### src/rtl/multicycle_control_fsm_pkg.sv
// Shared definitions for the multicycle MIPS sequencing controller:
// state encodings, supported opcodes, and the ALU-op, ALU-B-select
// and PC-select codes that the controller drives onto the datapath.
package mips_ctrl_pkg;

  typedef enum logic [3:0] {
    ST_FETCH  = 4'd0,
    ST_DECODE = 4'd1,
    ST_MEMADR = 4'd2,
    ST_MEMRD  = 4'd3,
    ST_MEMWB  = 4'd4,
    ST_MEMWR  = 4'd5,
    ST_EXEC   = 4'd6,
    ST_ALUWB  = 4'd7,
    ST_BRANCH = 4'd8,
    ST_ADDIEX = 4'd9,
    ST_ORIEX  = 4'd10,
    ST_IMMWB  = 4'd11,
    ST_JUMP   = 4'd12
  } state_e;

  localparam logic [5:0] OP_RTYPE = 6'b000000;
  localparam logic [5:0] OP_LW    = 6'b100011;
  localparam logic [5:0] OP_SW    = 6'b101011;
  localparam logic [5:0] OP_BEQ   = 6'b000100;
  localparam logic [5:0] OP_ADDI  = 6'b001000;
  localparam logic [5:0] OP_ORI   = 6'b001101;
  localparam logic [5:0] OP_J     = 6'b000010;

  localparam logic [1:0] ALUOP_ADD   = 2'b00;
  localparam logic [1:0] ALUOP_SUB   = 2'b01;
  localparam logic [1:0] ALUOP_FUNCT = 2'b10;
  localparam logic [1:0] ALUOP_OR    = 2'b11;

  localparam logic [1:0] ALUSRCB_REG   = 2'b00;
  localparam logic [1:0] ALUSRCB_FOUR  = 2'b01;
  localparam logic [1:0] ALUSRCB_IMM   = 2'b10;
  localparam logic [1:0] ALUSRCB_BROFF = 2'b11;

  localparam logic [1:0] PCSRC_ALU    = 2'b00;
  localparam logic [1:0] PCSRC_ALUOUT = 2'b01;
  localparam logic [1:0] PCSRC_JUMP   = 2'b10;

endpackage

### src/rtl/multicycle_control_fsm_if.sv
// Control bundle between the multicycle controller and the datapath.
// master: controller side (takes opcode/zero/mem_ready, drives controls).
// slave : datapath side (drives opcode/zero/mem_ready, takes controls).
interface multicycle_control_fsm_if #(
  parameter int unsigned OPCODE_W = 6,
  parameter int unsigned STATE_W  = 4
);
  logic [OPCODE_W-1:0] opcode;
  logic                zero;
  logic                mem_ready;
  logic                pc_en;
  logic [1:0]          pc_src;
  logic                iord;
  logic                mem_read;
  logic                mem_write;
  logic                ir_write;
  logic                reg_dst;
  logic                mem_to_reg;
  logic                reg_write;
  logic                alu_src_a;
  logic [1:0]          alu_src_b;
  logic [1:0]          alu_op;
  logic                ext_zero;
  logic                instr_done;
  logic                illegal_op;
  logic [STATE_W-1:0]  state_dbg;

  modport master (
    input  opcode, zero, mem_ready,
    output pc_en, pc_src, iord, mem_read, mem_write, ir_write, reg_dst,
           mem_to_reg, reg_write, alu_src_a, alu_src_b, alu_op, ext_zero,
           instr_done, illegal_op, state_dbg
  );

  modport slave (
    output opcode, zero, mem_ready,
    input  pc_en, pc_src, iord, mem_read, mem_write, ir_write, reg_dst,
           mem_to_reg, reg_write, alu_src_a, alu_src_b, alu_op, ext_zero,
           instr_done, illegal_op, state_dbg
  );
endinterface

### src/rtl/multicycle_control_fsm.sv
// Sequencing controller for the multicycle MIPS core. Shares one ALU and
// one unified memory across several cycles per instruction; memory
// states wait on mem_ready.
// Ports:
//   clk   - system clock, rising edge
//   rst_n - asynchronous active-low reset
//   bus   - control bundle (master modport): opcode/zero/mem_ready in,
//           datapath controls, instr_done, illegal_op, state_dbg out
module multicycle_control_fsm
  import mips_ctrl_pkg::*;
#(
  parameter int unsigned OPCODE_W = 6,
  parameter int unsigned STATE_W  = 4
) (
  input logic                      clk,
  input logic                      rst_n,
  multicycle_control_fsm_if.master bus
);

  state_e              state_q, state_d;
  logic [OPCODE_W-1:0] op_q, op_q_d;
  logic                op_legal;

  always_ff @(posedge clk or negedge rst_n) begin
    if (!rst_n) begin
      state_q <= ST_FETCH;
      op_q    <= '0;
    end else begin
      state_q <= state_d;
      op_q    <= op_q_d;
    end
  end

  always_comb begin
    state_d  = state_q;
    op_q_d   = op_q;
    op_legal = 1'b1;
    case (state_q)
      ST_FETCH:  if (bus.mem_ready) state_d = ST_DECODE;
      ST_DECODE: begin
        op_q_d = bus.opcode;
        case (bus.opcode)
          OPCODE_W'(OP_RTYPE):            state_d = ST_EXEC;
          OPCODE_W'(OP_LW),
          OPCODE_W'(OP_SW):               state_d = ST_MEMADR;
          OPCODE_W'(OP_BEQ):              state_d = ST_BRANCH;
          OPCODE_W'(OP_ADDI):             state_d = ST_ADDIEX;
          OPCODE_W'(OP_ORI):              state_d = ST_ORIEX;
          OPCODE_W'(OP_J):                state_d = ST_JUMP;
          default: begin
            op_legal = 1'b0;
            state_d  = ST_FETCH;
          end
        endcase
      end
      // The IR may change after DECODE, so lw/sw is resolved from op_q.
      ST_MEMADR: state_d = (op_q == OPCODE_W'(OP_LW)) ? ST_MEMRD : ST_MEMWR;
      ST_MEMRD:  if (bus.mem_ready) state_d = ST_MEMWB;
      ST_MEMWR:  if (bus.mem_ready) state_d = ST_FETCH;
      ST_EXEC:   state_d = ST_ALUWB;
      ST_ADDIEX,
      ST_ORIEX:  state_d = ST_IMMWB;
      ST_MEMWB,
      ST_ALUWB,
      ST_BRANCH,
      ST_IMMWB,
      ST_JUMP:   state_d = ST_FETCH;
      default:   state_d = ST_FETCH;
    endcase
  end

  always_comb begin
    bus.pc_en      = 1'b0;
    bus.pc_src     = PCSRC_ALU;
    bus.iord       = 1'b0;
    bus.mem_read   = 1'b0;
    bus.mem_write  = 1'b0;
    bus.ir_write   = 1'b0;
    bus.reg_dst    = 1'b0;
    bus.mem_to_reg = 1'b0;
    bus.reg_write  = 1'b0;
    bus.alu_src_a  = 1'b0;
    bus.alu_src_b  = ALUSRCB_REG;
    bus.alu_op     = ALUOP_ADD;
    bus.ext_zero   = 1'b0;
    bus.instr_done = 1'b0;
    bus.illegal_op = 1'b0;
    bus.state_dbg  = STATE_W'(state_q);
    // Reset gating: FETCH is the reset state but must not issue a read
    // (or any other control) while rst_n is held low.
    if (rst_n) begin
      case (state_q)
        ST_FETCH: begin
          bus.mem_read  = 1'b1;
          bus.alu_src_b = ALUSRCB_FOUR;
          bus.ir_write  = bus.mem_ready;
          bus.pc_en     = bus.mem_ready;
        end
        ST_DECODE: begin
          bus.alu_src_b  = ALUSRCB_BROFF;
          bus.illegal_op = !op_legal;
          bus.instr_done = !op_legal;
        end
        ST_MEMADR: begin
          bus.alu_src_a = 1'b1;
          bus.alu_src_b = ALUSRCB_IMM;
        end
        ST_MEMRD: begin
          bus.mem_read = 1'b1;
          bus.iord     = 1'b1;
        end
        ST_MEMWB: begin
          bus.reg_write  = 1'b1;
          bus.mem_to_reg = 1'b1;
          bus.instr_done = 1'b1;
        end
        ST_MEMWR: begin
          bus.mem_write  = 1'b1;
          bus.iord       = 1'b1;
          bus.instr_done = bus.mem_ready;
        end
        ST_EXEC: begin
          bus.alu_src_a = 1'b1;
          bus.alu_op    = ALUOP_FUNCT;
        end
        ST_ALUWB: begin
          bus.reg_write  = 1'b1;
          bus.reg_dst    = 1'b1;
          bus.instr_done = 1'b1;
        end
        ST_BRANCH: begin
          bus.alu_src_a  = 1'b1;
          bus.alu_op     = ALUOP_SUB;
          bus.pc_src     = PCSRC_ALUOUT;
          bus.pc_en      = bus.zero;
          bus.instr_done = 1'b1;
        end
        ST_ADDIEX: begin
          bus.alu_src_a = 1'b1;
          bus.alu_src_b = ALUSRCB_IMM;
        end
        ST_ORIEX: begin
          bus.alu_src_a = 1'b1;
          bus.alu_src_b = ALUSRCB_IMM;
          bus.alu_op    = ALUOP_OR;
          bus.ext_zero  = 1'b1;
        end
        ST_IMMWB: begin
          bus.reg_write  = 1'b1;
          bus.instr_done = 1'b1;
        end
        ST_JUMP: begin
          bus.pc_src     = PCSRC_JUMP;
          bus.pc_en      = 1'b1;
          bus.instr_done = 1'b1;
        end
        default: ;
      endcase
    end
  end

endmodule

### src/flat_wrapper.sv
// flat-port wrapper written by rule: the top's interface ports become plain ports
module multicycle_control_fsm_flat import mips_ctrl_pkg::*;
#(
  parameter int unsigned OPCODE_W = 6,
  parameter int unsigned STATE_W  = 4
)
  (clk, rst_n, bus_opcode, bus_zero, bus_mem_ready, bus_pc_en, bus_pc_src, bus_iord, bus_mem_read, bus_mem_write, bus_ir_write, bus_reg_dst, bus_mem_to_reg, bus_reg_write, bus_alu_src_a, bus_alu_src_b, bus_alu_op, bus_ext_zero, bus_instr_done, bus_illegal_op, bus_state_dbg);
  multicycle_control_fsm_if #(.OPCODE_W(OPCODE_W), .STATE_W(STATE_W)) bus_i ();
  input logic clk;
  input logic rst_n;
  input wire logic [$bits(bus_i.opcode)-1:0] bus_opcode;
  input wire logic [$bits(bus_i.zero)-1:0] bus_zero;
  input wire logic [$bits(bus_i.mem_ready)-1:0] bus_mem_ready;
  output wire logic [$bits(bus_i.pc_en)-1:0] bus_pc_en;
  output wire logic [$bits(bus_i.pc_src)-1:0] bus_pc_src;
  output wire logic [$bits(bus_i.iord)-1:0] bus_iord;
  output wire logic [$bits(bus_i.mem_read)-1:0] bus_mem_read;
  output wire logic [$bits(bus_i.mem_write)-1:0] bus_mem_write;
  output wire logic [$bits(bus_i.ir_write)-1:0] bus_ir_write;
  output wire logic [$bits(bus_i.reg_dst)-1:0] bus_reg_dst;
  output wire logic [$bits(bus_i.mem_to_reg)-1:0] bus_mem_to_reg;
  output wire logic [$bits(bus_i.reg_write)-1:0] bus_reg_write;
  output wire logic [$bits(bus_i.alu_src_a)-1:0] bus_alu_src_a;
  output wire logic [$bits(bus_i.alu_src_b)-1:0] bus_alu_src_b;
  output wire logic [$bits(bus_i.alu_op)-1:0] bus_alu_op;
  output wire logic [$bits(bus_i.ext_zero)-1:0] bus_ext_zero;
  output wire logic [$bits(bus_i.instr_done)-1:0] bus_instr_done;
  output wire logic [$bits(bus_i.illegal_op)-1:0] bus_illegal_op;
  output wire logic [$bits(bus_i.state_dbg)-1:0] bus_state_dbg;
  assign bus_i.opcode = bus_opcode;
  assign bus_i.zero = bus_zero;
  assign bus_i.mem_ready = bus_mem_ready;
  assign bus_pc_en = bus_i.pc_en;
  assign bus_pc_src = bus_i.pc_src;
  assign bus_iord = bus_i.iord;
  assign bus_mem_read = bus_i.mem_read;
  assign bus_mem_write = bus_i.mem_write;
  assign bus_ir_write = bus_i.ir_write;
  assign bus_reg_dst = bus_i.reg_dst;
  assign bus_mem_to_reg = bus_i.mem_to_reg;
  assign bus_reg_write = bus_i.reg_write;
  assign bus_alu_src_a = bus_i.alu_src_a;
  assign bus_alu_src_b = bus_i.alu_src_b;
  assign bus_alu_op = bus_i.alu_op;
  assign bus_ext_zero = bus_i.ext_zero;
  assign bus_instr_done = bus_i.instr_done;
  assign bus_illegal_op = bus_i.illegal_op;
  assign bus_state_dbg = bus_i.state_dbg;
  multicycle_control_fsm #(.OPCODE_W(OPCODE_W), .STATE_W(STATE_W)) u_core (.clk(clk), .rst_n(rst_n), .bus(bus_i));
endmodule
### config.mk
export PLATFORM = sky130hd
export DESIGN_NAME = multicycle_control_fsm_flat
export DESIGN_NICKNAME = d
export VERILOG_FILES = /design/src/rtl/multicycle_control_fsm_pkg.sv /design/src/rtl/multicycle_control_fsm_if.sv /design/src/rtl/multicycle_control_fsm.sv /design/src/flat_wrapper.sv
export SDC_FILE = /design/constraint.sdc
export NUM_CORES = 1
export LEC_CHECK = 0
export ABC_CLOCK_PERIOD_IN_PS = 2100
export CAP_MARGIN = 20
export CORE_ASPECT_RATIO = 1.2
export CORE_MARGIN = 2
export CORE_UTILIZATION = 44
export DETAILED_ROUTE_END_ITERATION = 8
export GPL_TIMING_DRIVEN = 0
export PLACE_DENSITY = 0.87
export SLEW_MARGIN = 20
export SYNTH_ARGS = -nofsm -noshare
export SYNTH_HDL_FRONTEND = slang
export SYNTH_SLANG_ARGS = --single-unit
### constraint.sdc
create_clock -name clk -period 2.1 [get_ports clk]
set_clock_uncertainty 0.15 [all_clocks]
set_input_delay 0.315 -clock clk [delete_from_list [all_inputs] [get_ports clk]]
set_output_delay 0.315 -clock clk [all_outputs]
set_load 0.01 [all_outputs]
==> flow_summary_export.csv <==
group,metric,value,unit
grt,grt_pass1_wl,3939,um
placement,portBuffers,28,
cts,clk_pin_slew_worst_paths,0.06,ns
yosys,synth_top_cell_by_area,"dfrtp_1",
flow_run,drv_cap,0,
yosys,synth_area_leaders,"dfrtp_1, mux2_2, nor2_1, nor3_1, o21ai_0",
worst_setup_path,worst_path_largest_cell_delay,0.37,ns
grt,overflow,0,
timing,tightest_slew,0.4451,ns
timing,relSlewSlack,0.7023,
worst_setup_path,crit_fanout,10,
grt,grt-busiest-layer,"met2",
final_layout,nets,163,
worst_setup_path,criticalPathCategory,"reg2out",
final_layout,diodes,0,
timing,period_needed,2.023,ns
timing,timing.hold.ws,0.2583,ns
yosys,synth_top_area_share,0.2793,
floorplanning,rows,17,
power_and_ir_drop,power_density,1005,mW/mm^2
grt,grt.total_usage,0.2220,
detailed_routing,first_iter_violations,21,
grt,gr-usage-met2,0.3952,
worst_setup_path,crit_arrival,1.56,ns
timing,min_period_over_period,0.9634,
detailed_routing,num_vias,1020,
cts,cts_made_buffers,3,
status,status,"finished, final reports clean",
floorplanning,coreArea,0.001872,mm^2
grt,grt_max_degree,11,
grt,grtUsageMet1,0.2794,
detailed_routing,ant_nets,0,
cts,cts_sinks,10,
grt,antenna_found_initial,0,
placement,gp_congestion,0.8424,
timing,slew_violations,0,
power_and_ir_drop,p_clk_frac,0.097,
worst_setup_path,timing.critical_path.cells,"buf_4 -> buf_6 -> xor2_1 -> and3_1 -> dlygate4sd2_1",
placement,dpl.cell_count,163,
final_layout,register_area,252.7,um^2
floorplanning,num_io_pins,32,
final_layout,multi_input_area,613.1,um^2
detailed_routing,viasPerCell,6.000,
yosys,ys_seq_area_frac,0.2793,
worst_setup_path,worst_path_max_delay_cell,"dfrtp_1",
cts,cts_max_path_buffers,2,
yosys,synthArstFlopShare,1.000,
timing,setup_viol,0,
power_and_ir_drop,power_frac_comb,0.623,
power_and_ir_drop,p_int,0.0007565,W
worst_setup_path,cp_data_required_time,1.63,ns
cts,clk_latency,0.26,ns
final_layout,fin_util,0.6838,
yosys,synth_cell_types,35,
floorplanning,initial_core_util,0.4786,
worst_setup_path,crit_path_start_kind,"flop",
power_and_ir_drop,vdd_ir_drop_max,0.9091,mV
placement,hpwl,1786,um
floorplanning,die_h,53.43,um
floorplanning,fp.dieW,45.19,um
placement,dp_worst_setup_slack,-0.8456,ns
final_layout,fin_cells,170,
detailed_routing,drc,0,
yosys,synth_area,895.9,um^2
yosys,synth.avg_cell_area,7.723,um^2
timing,hold_violations,0,
detailed_routing,wl_per_cell,14.21,um
yosys,yosysWarningCount,0,
cts,cts.root.buffer_cell,"clkbuf_4",
yosys,synth_edf_count,0,
worst_setup_path,crit_path_end_kind,"primary output",
yosys,syn_nets,126,
min_path,min_path_type,"in2reg",
grt,grt_use_met3,0.05119,
timing,setup_ws,0.07676,ns
final_layout,area_growth,42.88,%
final_layout,drive_gt1_frac,0.2384,
yosys,ys_seq_elements,10,
power_and_ir_drop,leakagePower,0.6034,nW
yosys,synthCells,116,
power_and_ir_drop,swShare,0.4122,
floorplanning,die-area,0.002415,mm^2
detailed_routing,drt_pass1_iterations,4,
cts,cts_max_level,1,
yosys,synthFlopType,"dfrtp_1",
cts,cts_tree,"done",
power_and_ir_drop,switchingPower,0.0005304,W
timing,rsz0062_at_grt,"false",
timing,fmax,0.4943,GHz
grt,grt_pass1_vias,906,
power_and_ir_drop,seqPwrFrac,0.280,
detailed_routing,wirelength,2415,um
final_layout,fill_cells,153,
## flip-flops by register name, summed over array words and instances, names as in the netlist
| signal | flops |
|---|---|
| u_core.op_q | 6 |
| u_core.bus.state_dbg | 4 |
## cells by family (layout without fill, tap and decap cells)
kind of cell	after synthesis	after routing	share of synthesized area
flip-flops	10	10	0.2793
XOR/XNOR	3	3	0.02933
buffers and inverters	13	48	0.06424
AO/OA/AOI/OAI	25	25	0.1746
AND/OR/NAND/NOR	58	58	0.3659
multiplexers	7	7	0.08659
## power by group through the flow
| stage | registers, W | logic (W) | clock network, W |
|---|---|---|---|
| final | 0.000361 | 0.000801 | 0.000125 |
| after global routing | 0.000370 | 0.000868 | 0.000133 |
| after CTS | 0.000356 | 0.000797 | 0.000129 |
| after detailed placement | 0.000356 | 0.000729 | 0 |
| after global placement | 0.000349 | 0.000713 | 0 |
| after floorplan | 0.000347 | 0.000467 | 0 |
## layout make-up
cell class,instances,area share
Clock buffer,3,0.01760
Multi-Input combinational cell,93,0.4790
Inverter,2,0.005865
Timing Repair Buffer,33,0.2229
Sequential cell,10,0.1975
Buffer,10,0.05865
Tap cell,19,0.01857
## what timing repair did
item | CTS | global route
hold buffers | 1 | 0
buffers inserted | 4 | 0
endpoints found under the setup margin | 18 | 5
hold endpoints to repair | 10 | 0
pin swaps | 1 | 0
gates resized for setup | 50 | 7
## stage by stage
stage / TNS [ns] / cell area [um^2] / power, W
2_1_floorplan: 0 / 895.9 / 0.0008137
3_3_place_gp: -11.30 / 1200 / 0.001063
5_1_grt: 0 / 1280 / 0.001371
4_1_cts: -0.001440 / 1276 / 0.001283
3_5_place_dp: -12.34 / 1200 / 0.001085
6_report: 0 / 1280 / 0.001287
## critical path, delay by kind of cell (launching register included)
| family | cells | cell delay [ns] |
|---|---|---|
| flops | 1 | 0.37 |
| simple gates | 1 | 0.18 |
| xor+xnor | 1 | 0.14 |
| buf+inv | 3 | 0.61 |
## layer usage
metal / vias up / wire [um]
li1: 493 / -
met5: - / 0
met4: 0 / 0
met3: 0 / 131
met1: 485 / 1054
met2: 42 / 1229
## cell usage in the layout (no fill, tap or decap), drive strengths merged, types with 3 or more instances in the layout
cell type	n
a21oi	6
and3	6
buf	14
clkbuf	7
clkdlybuf4s50	6
dfrtp	10
dlygate4sd2	15
mux2	6
nand2	6
nand2b	3
nand3	3
nor2	17
nor2b	4
nor3	9
o211ai	3
o21ai	8
## Yosys cell counts (3+ instances only)
cell and count:
nand2_1 6, o21ai_0 8, nor2_1 17, clkbuf_1 3
nor2b_1 4, dfrtp_1 10, mux2_2 6, nand2b_1 3
nor3_1 8, and3_1 6, nand3_1 3, a21oi_1 6
buf_2 7, o211ai_1 3
## path summary, 6_finish.rpt
path / from / to / slack, ns / cells after the start
min in group asynchronous: rst_n / u_core.op_q[5] / 0.40 / 2
max reg2reg: u_core.op_q[3] / u_core.bus.state_dbg[1] / 0.42 / 4
min reg2reg: u_core.op_q[5] / u_core.op_q[5] / 0.38 / 1
min: bus_opcode[3] / u_core.op_q[3] / 0.26 / 2
max: u_core.bus.state_dbg[2] / bus_iord / 0.08 / 5
max in group asynchronous: rst_n / u_core.bus.state_dbg[0] / 1.07 / 2
No activity file was read; power rests on OpenSTA's default activity.
